### src/rtl/cpu_pkg.sv
// Shared CPU definitions: sequencer states, opcode map and IR field positions.
// Used by the control sequencer and by the datapath.
package cpu_pkg;

   typedef enum logic [3:0] {
      IDLE = 4'd0,
      T0   = 4'd1,
      T1   = 4'd2,
      T2   = 4'd3,
      T3   = 4'd4,
      T4   = 4'd5,
      T5   = 4'd6,
      T6   = 4'd7,
      HALT = 4'd8
   } state_t;

   localparam logic [4:0] OP_ADD  = 5'h00;
   localparam logic [4:0] OP_ROL  = 5'h08;
   localparam logic [4:0] OP_MUL  = 5'h0F;
   localparam logic [4:0] OP_DIV  = 5'h10;
   localparam logic [4:0] OP_NEG  = 5'h11;
   localparam logic [4:0] OP_NOT  = 5'h12;
   localparam logic [4:0] OP_NOP  = 5'h1A;
   localparam logic [4:0] OP_HALT = 5'h1B;

   localparam int IR_OP_LSB = 27;
   localparam int IR_RA_LSB = 23;
   localparam int IR_RB_LSB = 19;
   localparam int IR_RC_LSB = 15;

   typedef enum logic [2:0] {
      CLS_BINARY  = 3'd0,
      CLS_MULDIV  = 3'd1,
      CLS_UNARY   = 3'd2,
      CLS_NOP     = 3'd3,
      CLS_HALT    = 3'd4,
      CLS_ILLEGAL = 3'd5
   } op_class_t;

   // Groups opcodes by the step pattern they need after fetch.
   function automatic op_class_t classify_op(input logic [4:0] op);
      op_class_t cls;
      case (op)
         OP_ADD, 5'h01, 5'h02, 5'h03, 5'h04, 5'h05, 5'h06, 5'h07, OP_ROL: cls = CLS_BINARY;
         OP_MUL, OP_DIV:  cls = CLS_MULDIV;
         OP_NEG, OP_NOT:  cls = CLS_UNARY;
         OP_NOP:          cls = CLS_NOP;
         OP_HALT:         cls = CLS_HALT;
         default:         cls = CLS_ILLEGAL;
      endcase
      return cls;
   endfunction

endpackage

### src/rtl/reg_select_decoder.sv
// Converts a 4-bit register index plus enable into a 16-bit one-hot select.
module reg_select_decoder (
   input  logic [3:0]  idx_i,
   input  logic        en_i,
   output logic [15:0] onehot_o
);

   // One-hot expansion; all-zero when disabled.
   always_comb begin
      onehot_o = 16'h0000;
      if (en_i) begin
         onehot_o[idx_i] = 1'b1;
      end else begin
         onehot_o = 16'h0000;
      end
   end

endmodule

### src/rtl/control_sequencer.sv
// Hardwired control sequencer: fetch (T0-T2) then per-opcode execute steps.
// All outputs are Moore decodes of the state register and ir.
module control_sequencer
   import cpu_pkg::*;
(
   input  logic        clk,
   input  logic        clr,
   input  logic        run,
   input  logic        mem_ready,
   input  logic [31:0] ir,
   output logic [15:0] reg_in,
   output logic [15:0] reg_out,
   output logic        PCout,
   output logic        MARin,
   output logic        pc_increment,
   output logic        read,
   output logic        MDRin,
   output logic        MDRout,
   output logic        IRin,
   output logic        RYin,
   output logic        Zhighin,
   output logic        Zlowin,
   output logic        Zhighout,
   output logic        Zlowout,
   output logic        HIin,
   output logic        LOin,
   output logic [4:0]  op_code,
   output logic        busy,
   output logic        halted,
   output logic        illegal
);

   state_t     state_q, state_d;
   logic [4:0] op_s;
   logic [3:0] ra_s, rb_s, rc_s;
   logic [3:0] rout_idx_s;
   logic       rin_en_s, rout_en_s;
   op_class_t  op_cls_s;
   logic       ir_unused_s;

   assign op_s        = ir[IR_OP_LSB +: 5];
   assign ra_s        = ir[IR_RA_LSB +: 4];
   assign rb_s        = ir[IR_RB_LSB +: 4];
   assign rc_s        = ir[IR_RC_LSB +: 4];
   assign op_cls_s    = classify_op(op_s);
   assign ir_unused_s = ^ir[14:0];

   // State register.
   always_ff @(posedge clk or posedge clr) begin
      if (clr) begin
         state_q <= IDLE;
      end else begin
         state_q <= state_d;
      end
   end

   // Next-state and strobe decode.
   always_comb begin
      state_d      = state_q;
      PCout        = 1'b0;
      MARin        = 1'b0;
      pc_increment = 1'b0;
      read         = 1'b0;
      MDRin        = 1'b0;
      MDRout       = 1'b0;
      IRin         = 1'b0;
      RYin         = 1'b0;
      Zhighin      = 1'b0;
      Zlowin       = 1'b0;
      Zhighout     = 1'b0;
      Zlowout      = 1'b0;
      HIin         = 1'b0;
      LOin         = 1'b0;
      op_code      = 5'd0;
      rin_en_s     = 1'b0;
      rout_en_s    = 1'b0;
      rout_idx_s   = rb_s;
      busy         = 1'b0;
      halted       = 1'b0;
      illegal      = 1'b0;
      case (state_q)
         IDLE: begin
            if (run) begin
               state_d = T0;
            end else begin
               state_d = IDLE;
            end
         end
         T0: begin
            busy         = 1'b1;
            PCout        = 1'b1;
            MARin        = 1'b1;
            pc_increment = 1'b1;
            state_d      = T1;
         end
         T1: begin
            busy  = 1'b1;
            read  = 1'b1;
            MDRin = 1'b1;
            if (mem_ready) begin
               state_d = T2;
            end else begin
               state_d = T1;
            end
         end
         T2: begin
            busy    = 1'b1;
            MDRout  = 1'b1;
            IRin    = 1'b1;
            state_d = T3;
         end
         T3: begin
            busy = 1'b1;
            case (op_cls_s)
               CLS_BINARY, CLS_MULDIV: begin
                  rout_en_s = 1'b1;
                  RYin      = 1'b1;
                  state_d   = T4;
               end
               CLS_UNARY: begin
                  rout_en_s = 1'b1;
                  op_code   = op_s;
                  Zhighin   = 1'b1;
                  Zlowin    = 1'b1;
                  state_d   = T4;
               end
               CLS_NOP:  state_d = T0;
               CLS_HALT: state_d = HALT;
               default: begin
                  illegal = 1'b1;
                  state_d = T0;
               end
            endcase
         end
         T4: begin
            busy = 1'b1;
            case (op_cls_s)
               CLS_BINARY, CLS_MULDIV: begin
                  rout_en_s  = 1'b1;
                  rout_idx_s = rc_s;
                  op_code    = op_s;
                  Zhighin    = 1'b1;
                  Zlowin     = 1'b1;
                  state_d    = T5;
               end
               CLS_UNARY: begin
                  Zlowout  = 1'b1;
                  rin_en_s = 1'b1;
                  state_d  = T0;
               end
               default: state_d = T0;
            endcase
         end
         T5: begin
            busy = 1'b1;
            case (op_cls_s)
               CLS_BINARY: begin
                  Zlowout  = 1'b1;
                  rin_en_s = 1'b1;
                  state_d  = T0;
               end
               CLS_MULDIV: begin
                  Zlowout = 1'b1;
                  LOin    = 1'b1;
                  state_d = T6;
               end
               default: state_d = T0;
            endcase
         end
         T6: begin
            busy     = 1'b1;
            Zhighout = 1'b1;
            HIin     = 1'b1;
            state_d  = T0;
         end
         HALT: begin
            halted  = 1'b1;
            state_d = HALT;
         end
         default: state_d = IDLE;
      endcase
   end

   reg_select_decoder u_rin_dec (
      .idx_i    (ra_s),
      .en_i     (rin_en_s),
      .onehot_o (reg_in)
   );

   reg_select_decoder u_rout_dec (
      .idx_i    (rout_idx_s),
      .en_i     (rout_en_s),
      .onehot_o (reg_out)
   );

endmodule

### config.mk
export PLATFORM = sky130hd
export DESIGN_NAME = control_sequencer
export DESIGN_NICKNAME = d
export VERILOG_FILES = /design/src/rtl/cpu_pkg.sv /design/src/rtl/reg_select_decoder.sv /design/src/rtl/control_sequencer.sv
export SDC_FILE = /design/constraint.sdc
export NUM_CORES = 1
export LEC_CHECK = 0
export ABC_AREA = 1
export CAP_MARGIN = 20
export CORE_ASPECT_RATIO = 0.8
export CORE_UTILIZATION = 27
export CTS_CLUSTER_SIZE = 16
export DETAILED_ROUTE_END_ITERATION = 10
export PLACE_DENSITY = 0.77
export SYNTH_ARGS = -nofsm -noshare
export SYNTH_HDL_FRONTEND = slang
export SYNTH_SLANG_ARGS = --single-unit
export TNS_END_PERCENT = 100
### constraint.sdc
create_clock -name clk -period 2.77 [get_ports clk]
set_clock_uncertainty 0.15 [all_clocks]
set_input_delay 0.6925 -clock clk [delete_from_list [all_inputs] [get_ports clk]]
set_output_delay 0.6925 -clock clk [all_outputs]
set_load 0.1 [all_outputs]
==> flow_metrics.env, run 1 <==
export IMPL_port_buffers=74
export IMPL_ys_flop_type="dfrtp_1"
export IMPL_cts_max_path_buffers=2
export IMPL_pin_count=90
export IMPL_synth_top_cell_area_share_pct=19.1
export IMPL_yosysTopAreaCell="nor2_1"
export IMPL_ys_warn_count=0
export IMPL_synth_cells=175
export IMPL_clock_sinks=4
export IMPL_synth_compound_area_share_pct=7.44
export IMPL_ys_types=21
export IMPL_synth_fa_ha_area_share_pct=3.98
export IMPL_fp_dieH_um=54.8
export IMPL_rows=18
export IMPL_cts_buffers=3
export IMPL_post_cts_buffers=9
export IMPL_postCtsHoldBufs=0
export IMPL_die_w_um=68.0
export IMPL_routabilityCongestion=0.785
export IMPL_run_status="did not finish"
export IMPL_synthTopCellsByCount="48 x nor2_1, 28 x inv_1, 27 x nand2_1, 15 x nand3_1, 9 x nand2_2"
export IMPL_dp_hpwl_um=5100
export IMPL_place_ws_ns=-1.21
export IMPL_yosysMostFrequentCell="nor2_1"
export IMPL_yosys_area_share_simple_pct=58.4
export IMPL_stop_stage="clock tree synthesis"
export IMPL_async_reset_ff_share_pct=100
export IMPL_synth_area_leaders="nor2_1 19%, inv_1 11%, nand2_1 11%, dfrtp_1 11%, nand3_1 8.0%"
export IMPL_syn_nets=214
export IMPL_synth_seq_cells=4
export IMPL_error_line="[ERROR DPL-0038] Utilization greater than 100%, impossible to legalize"
export IMPL_synthesis_area_um2=942
export IMPL_htree_levels=1
export IMPL_muxShareOfSynthArea_pct=0
export IMPL_cts_resized=52
export IMPL_synth_edf_count=0
export IMPL_postSynthAreaPerCell_um2=5.38
export IMPL_synth_top_family_by_area="simple AND/OR/NAND/NOR gates"
export IMPL_ys_seq_area_share_pct=10.6
export IMPL_synth_xor_area_share_pct=0
export IMPL_cts_root_buf="clkbuf_8"
export IMPL_start_util_pct=29.5
per-stage QoR:
| stage | instance area [µm²] | cells |
|---|---|---|
| global placement | 2980 | 315 |
| detailed placement | 2980 | 315 |
| floorplan | 1470 | 175 |
kinds of logic after synthesis:
logic type               Yosys count
AO/OA/AOI/OAI                     10
buffers and inverters             41
adder cells (fa/ha/maj)            3
flip-flops                         4
AND/OR/NAND/NOR                  117
==> run 2, diff against run 1 <==
--- a/config.mk
+++ b/config.mk
@@ -7,11 +7,10 @@
 export LEC_CHECK = 0
 export ABC_AREA = 1
 export CAP_MARGIN = 20
-export CORE_ASPECT_RATIO = 0.8
-export CORE_UTILIZATION = 27
-export CTS_CLUSTER_SIZE = 16
+export CORE_AREA = 2 2 63 65
 export DETAILED_ROUTE_END_ITERATION = 10
-export PLACE_DENSITY = 0.77
+export DIE_AREA = 0 0 65 67
+export PLACE_DENSITY_LB_ADDON = 0.15
 export SYNTH_ARGS = -nofsm -noshare
 export SYNTH_HDL_FRONTEND = slang
 export SYNTH_SLANG_ARGS = --single-unit
==> constraint.sdc (replaced) <==
create_clock -name clk -period 3.6 [get_ports clk]
set_clock_uncertainty 0.15 [all_clocks]
set_input_delay 0.9 -clock clk [delete_from_list [all_inputs] [get_ports clk]]
set_output_delay 0.9 -clock clk [all_outputs]
set_load 0.1 [all_outputs]
==> run 2 against run 1 <==
The flow now finishes, with violations (negative setup slack). Synthesized cell count stayed put. Area after synthesis stayed put.
==> flow_metrics.env, run 2 <==
export IMPL_worstHoldStart="state_q[3]"
export IMPL_viasPerCell=4.89
export IMPL_cp_end_kind="output pin"
export IMPL_worst_slack_ns=-0.241
export IMPL_cts_max_path_buffers=2
export IMPL_grt_pass1_vias=1651
export IMPL_synth_fa_ha_area_share_pct=3.98
export IMPL_port_buffers=74
export IMPL_r2r_end="state_q[2]"
export IMPL_nets=342
export IMPL_fin_crit_sh_pct=107
export IMPL_yosysMostFrequentCell="nor2_1"
export IMPL_min_delay_path_class="reg2reg"
export IMPL_grt_remaining_overflow=0
export IMPL_syn_to_final_growth_pct=243
export IMPL_clk_insertion_delay_late_ns=0.21
export IMPL_yosysTopAreaCell="nor2_1"
export IMPL_path_cells="buf_6, buf_6, ha_4, nor2_2, nand2_1, nand2_2, nand2_2, nand2_4, nand3_4, o21ai_4, nand3_4, buf_6, nor2_4, buf_12"
export IMPL_layout_common_cells="52 x buf_4, 43 x buf_12, 38 x nor2_4"
export IMPL_ys_types=21
export IMPL_place_ws_ns=-0.620
export IMPL_drive_gt1_share_pct=72.1
export IMPL_synth_compound_area_share_pct=7.44
export IMPL_reg2reg_slack_ns=1.63
export IMPL_cp_slowest_cell="o21ai_4"
export IMPL_worstSetupStartpointType="primary input"
export IMPL_final_common_cell="buf_4"
export IMPL_finalHoldViolCount=0
export IMPL_dieArea_um2=4360
export IMPL_powerDensity_nw_per_um2=92.8
export IMPL_required_ns=2.55
export IMPL_min_path_cells=2
export IMPL_critPathArrivalTime_ns=2.79
export IMPL_routabilityCongestion=0.813
export IMPL_clk_pin_slew_ns=0.03
export IMPL_finalSetupViolations=41
export IMPL_track_usage_pct=21.6
export IMPL_synth_top_family_by_area="simple AND/OR/NAND/NOR gates"
export IMPL_die_w_um=65
export IMPL_yosys_area_share_simple_pct=58.4
export IMPL_run_status="finished, violations left"
export IMPL_synth_cells=175
export IMPL_drt_total_wl_um=5820
export IMPL_top_register="state_q"
export IMPL_synth_area_leaders="nor2_1 19%, inv_1 11%, nand2_1 11%, dfrtp_1 11%, nand3_1 8.0%"
export IMPL_r2r_start="state_q[1]"
export IMPL_postSynthAreaPerCell_um2=5.38
export IMPL_initialDrtViolationCount=66
export IMPL_async_reset_ff_share_pct=100
export IMPL_grt_setup_unrepaired="yes"
export IMPL_critical_path_max_stage_delay_ns=0.30
export IMPL_ys_seq_area_share_pct=10.6
export IMPL_hold_end="state_q[3]"
export IMPL_min_period_ns=3.84
export IMPL_synth_edf_count=0
export IMPL_vias=1706
export IMPL_rows=22
export IMPL_ys_warn_count=0
export IMPL_muxShareOfSynthArea_pct=0
export IMPL_tritoncts="yes"
export IMPL_synth_seq_cells=4
export IMPL_pin_count=90
export IMPL_leakage_nw=1.33
export IMPL_rr_worst_depth=9
export IMPL_synth_top_cell_area_share_pct=19.1
export IMPL_clock_sinks=4
export IMPL_slew_violations=0
export IMPL_tightestPinTransition_ns=0.480
export IMPL_cts_root_buf="clkbuf_8"
export IMPL_postCtsHoldBufs=0
export IMPL_cpMostUsedCell="buf_6"
export IMPL_worst_path_max_fanout=7
export IMPL_route_detailed_drc=0
export IMPL_dp_hpwl_um=3450
export IMPL_fp_dieH_um=67
export IMPL_slew_headroom_pct=67.9
export IMPL_postRouteAntennaNets=0
export IMPL_syn_nets=214
export IMPL_htree_levels=1
export IMPL_drtPass1Iterations=4
export IMPL_tns_ns=-7.25
export IMPL_reg_largest_list="state_q: 4 flops"
export IMPL_ir_drop_mv=0.212
export IMPL_diodes=0
export IMPL_synth_xor_area_share_pct=0
export IMPL_fmax_ghz=0.260
export IMPL_start_util_pct=26.1
export IMPL_violations="negative setup slack"
export IMPL_synthesis_area_um2=942
export IMPL_crit_type="in2out"
export IMPL_antenna_found_initial=0
export IMPL_cap_viol_max_count=0
export IMPL_core_area_um2=3610
export IMPL_post_drt_wl_per_cell_um=16.7
export IMPL_ys_flop_type="dfrtp_1"
export IMPL_grt_start_max_net_pins=8
export IMPL_largest_register_ffs=4
export IMPL_grt_pass1_wl_um=7440
export IMPL_synthTopCellsByCount="48 x nor2_1, 28 x inv_1, 27 x nand2_1, 15 x nand3_1, 9 x nand2_2"
export IMPL_cts_buffers=3
[run 2: how the worst max path moves through the flow]
| stage | start | end | slack, ns | cells after the start |
|---|---|---|---|---|
| after global routing | ir[27] | reg_out[8] | -0.33 | 13 |
| after floorplan | state_q[3] | PCout | -0.80 | 4 |
| after CTS | ir[28] | reg_in[11] | -0.13 | 14 |
| final | ir[28] | reg_in[12] | -0.24 | 14 |
| after global placement | ir[27] | reg_in[1] | -0.60 | 13 |
| after detailed placement | ir[27] | reg_in[13] | -0.62 | 13 |
[run 2: kinds of logic after synthesis]
kind of cell / count (synthesis)
and+or+nand+nor: 117
AOI/OAI and AO/OA: 10
adders and majority gates: 3
buffers and inverters: 41
DFF: 4
[run 2: layout make-up]
class                      instances  area, µm²
timing repair buffer             129       1620
multi-input combinational        131       1250
fill                             159        378
inverter                          34        156
sequential                         4        100
tap                               48       60.1
clock buffer                       3       41.3
[run 2: report_power, final]
group,switching [mW],internal (mW)
logic,0.0897,0.0735
registers,0,0.0453
clock network,0.0202,0.0710
[run 2: routing by layer]
layer | vias up | GRT usage, % | wire, µm
met1 | 812 | 25.2 | 2220
met5 | - | 0 | 0
met2 | 78 | 40.7 | 3160
met3 | 12 | 4.39 | 334
met4 | 0 | 4.26 | 112
li1 | 804 | - | -
[run 2: repair_timing]
item / CTS / global route
resized for setup: 47 / 28
cloned: 1 / 0
pin swaps: 35 / 27
endpoints found under the hold margin: 0 / 0
endpoints found under the setup margin: 43 / 40
setup buffers: 13 / 11
[run 2: through the flow]
step	total power [mW]	cell area (µm²)	hold WS, ns	instances	utilization (%)
final	0.300	3230	0.523	349	89.5
after floorplan	0.104	1360	0.413	175	-
after global routing	0.316	3230	0.536	349	89.5
after detailed placement	0.160	2730	0.468	321	75.6
after CTS	0.280	3040	0.472	338	84.2
after global placement	0.158	2730	0.440	321	75.6
[run 2: worst max-delay path, delay by kind of cell]
kind / cells / cell delay, ns
adder cells (fa/ha/maj): 1 / 0.15
AND/OR/NAND/NOR: 8 / 0.88
buffers and inverters: 4 / 0.55
AO/OA/AOI/OAI: 1 / 0.30
(Power assumes the default switching activity.)
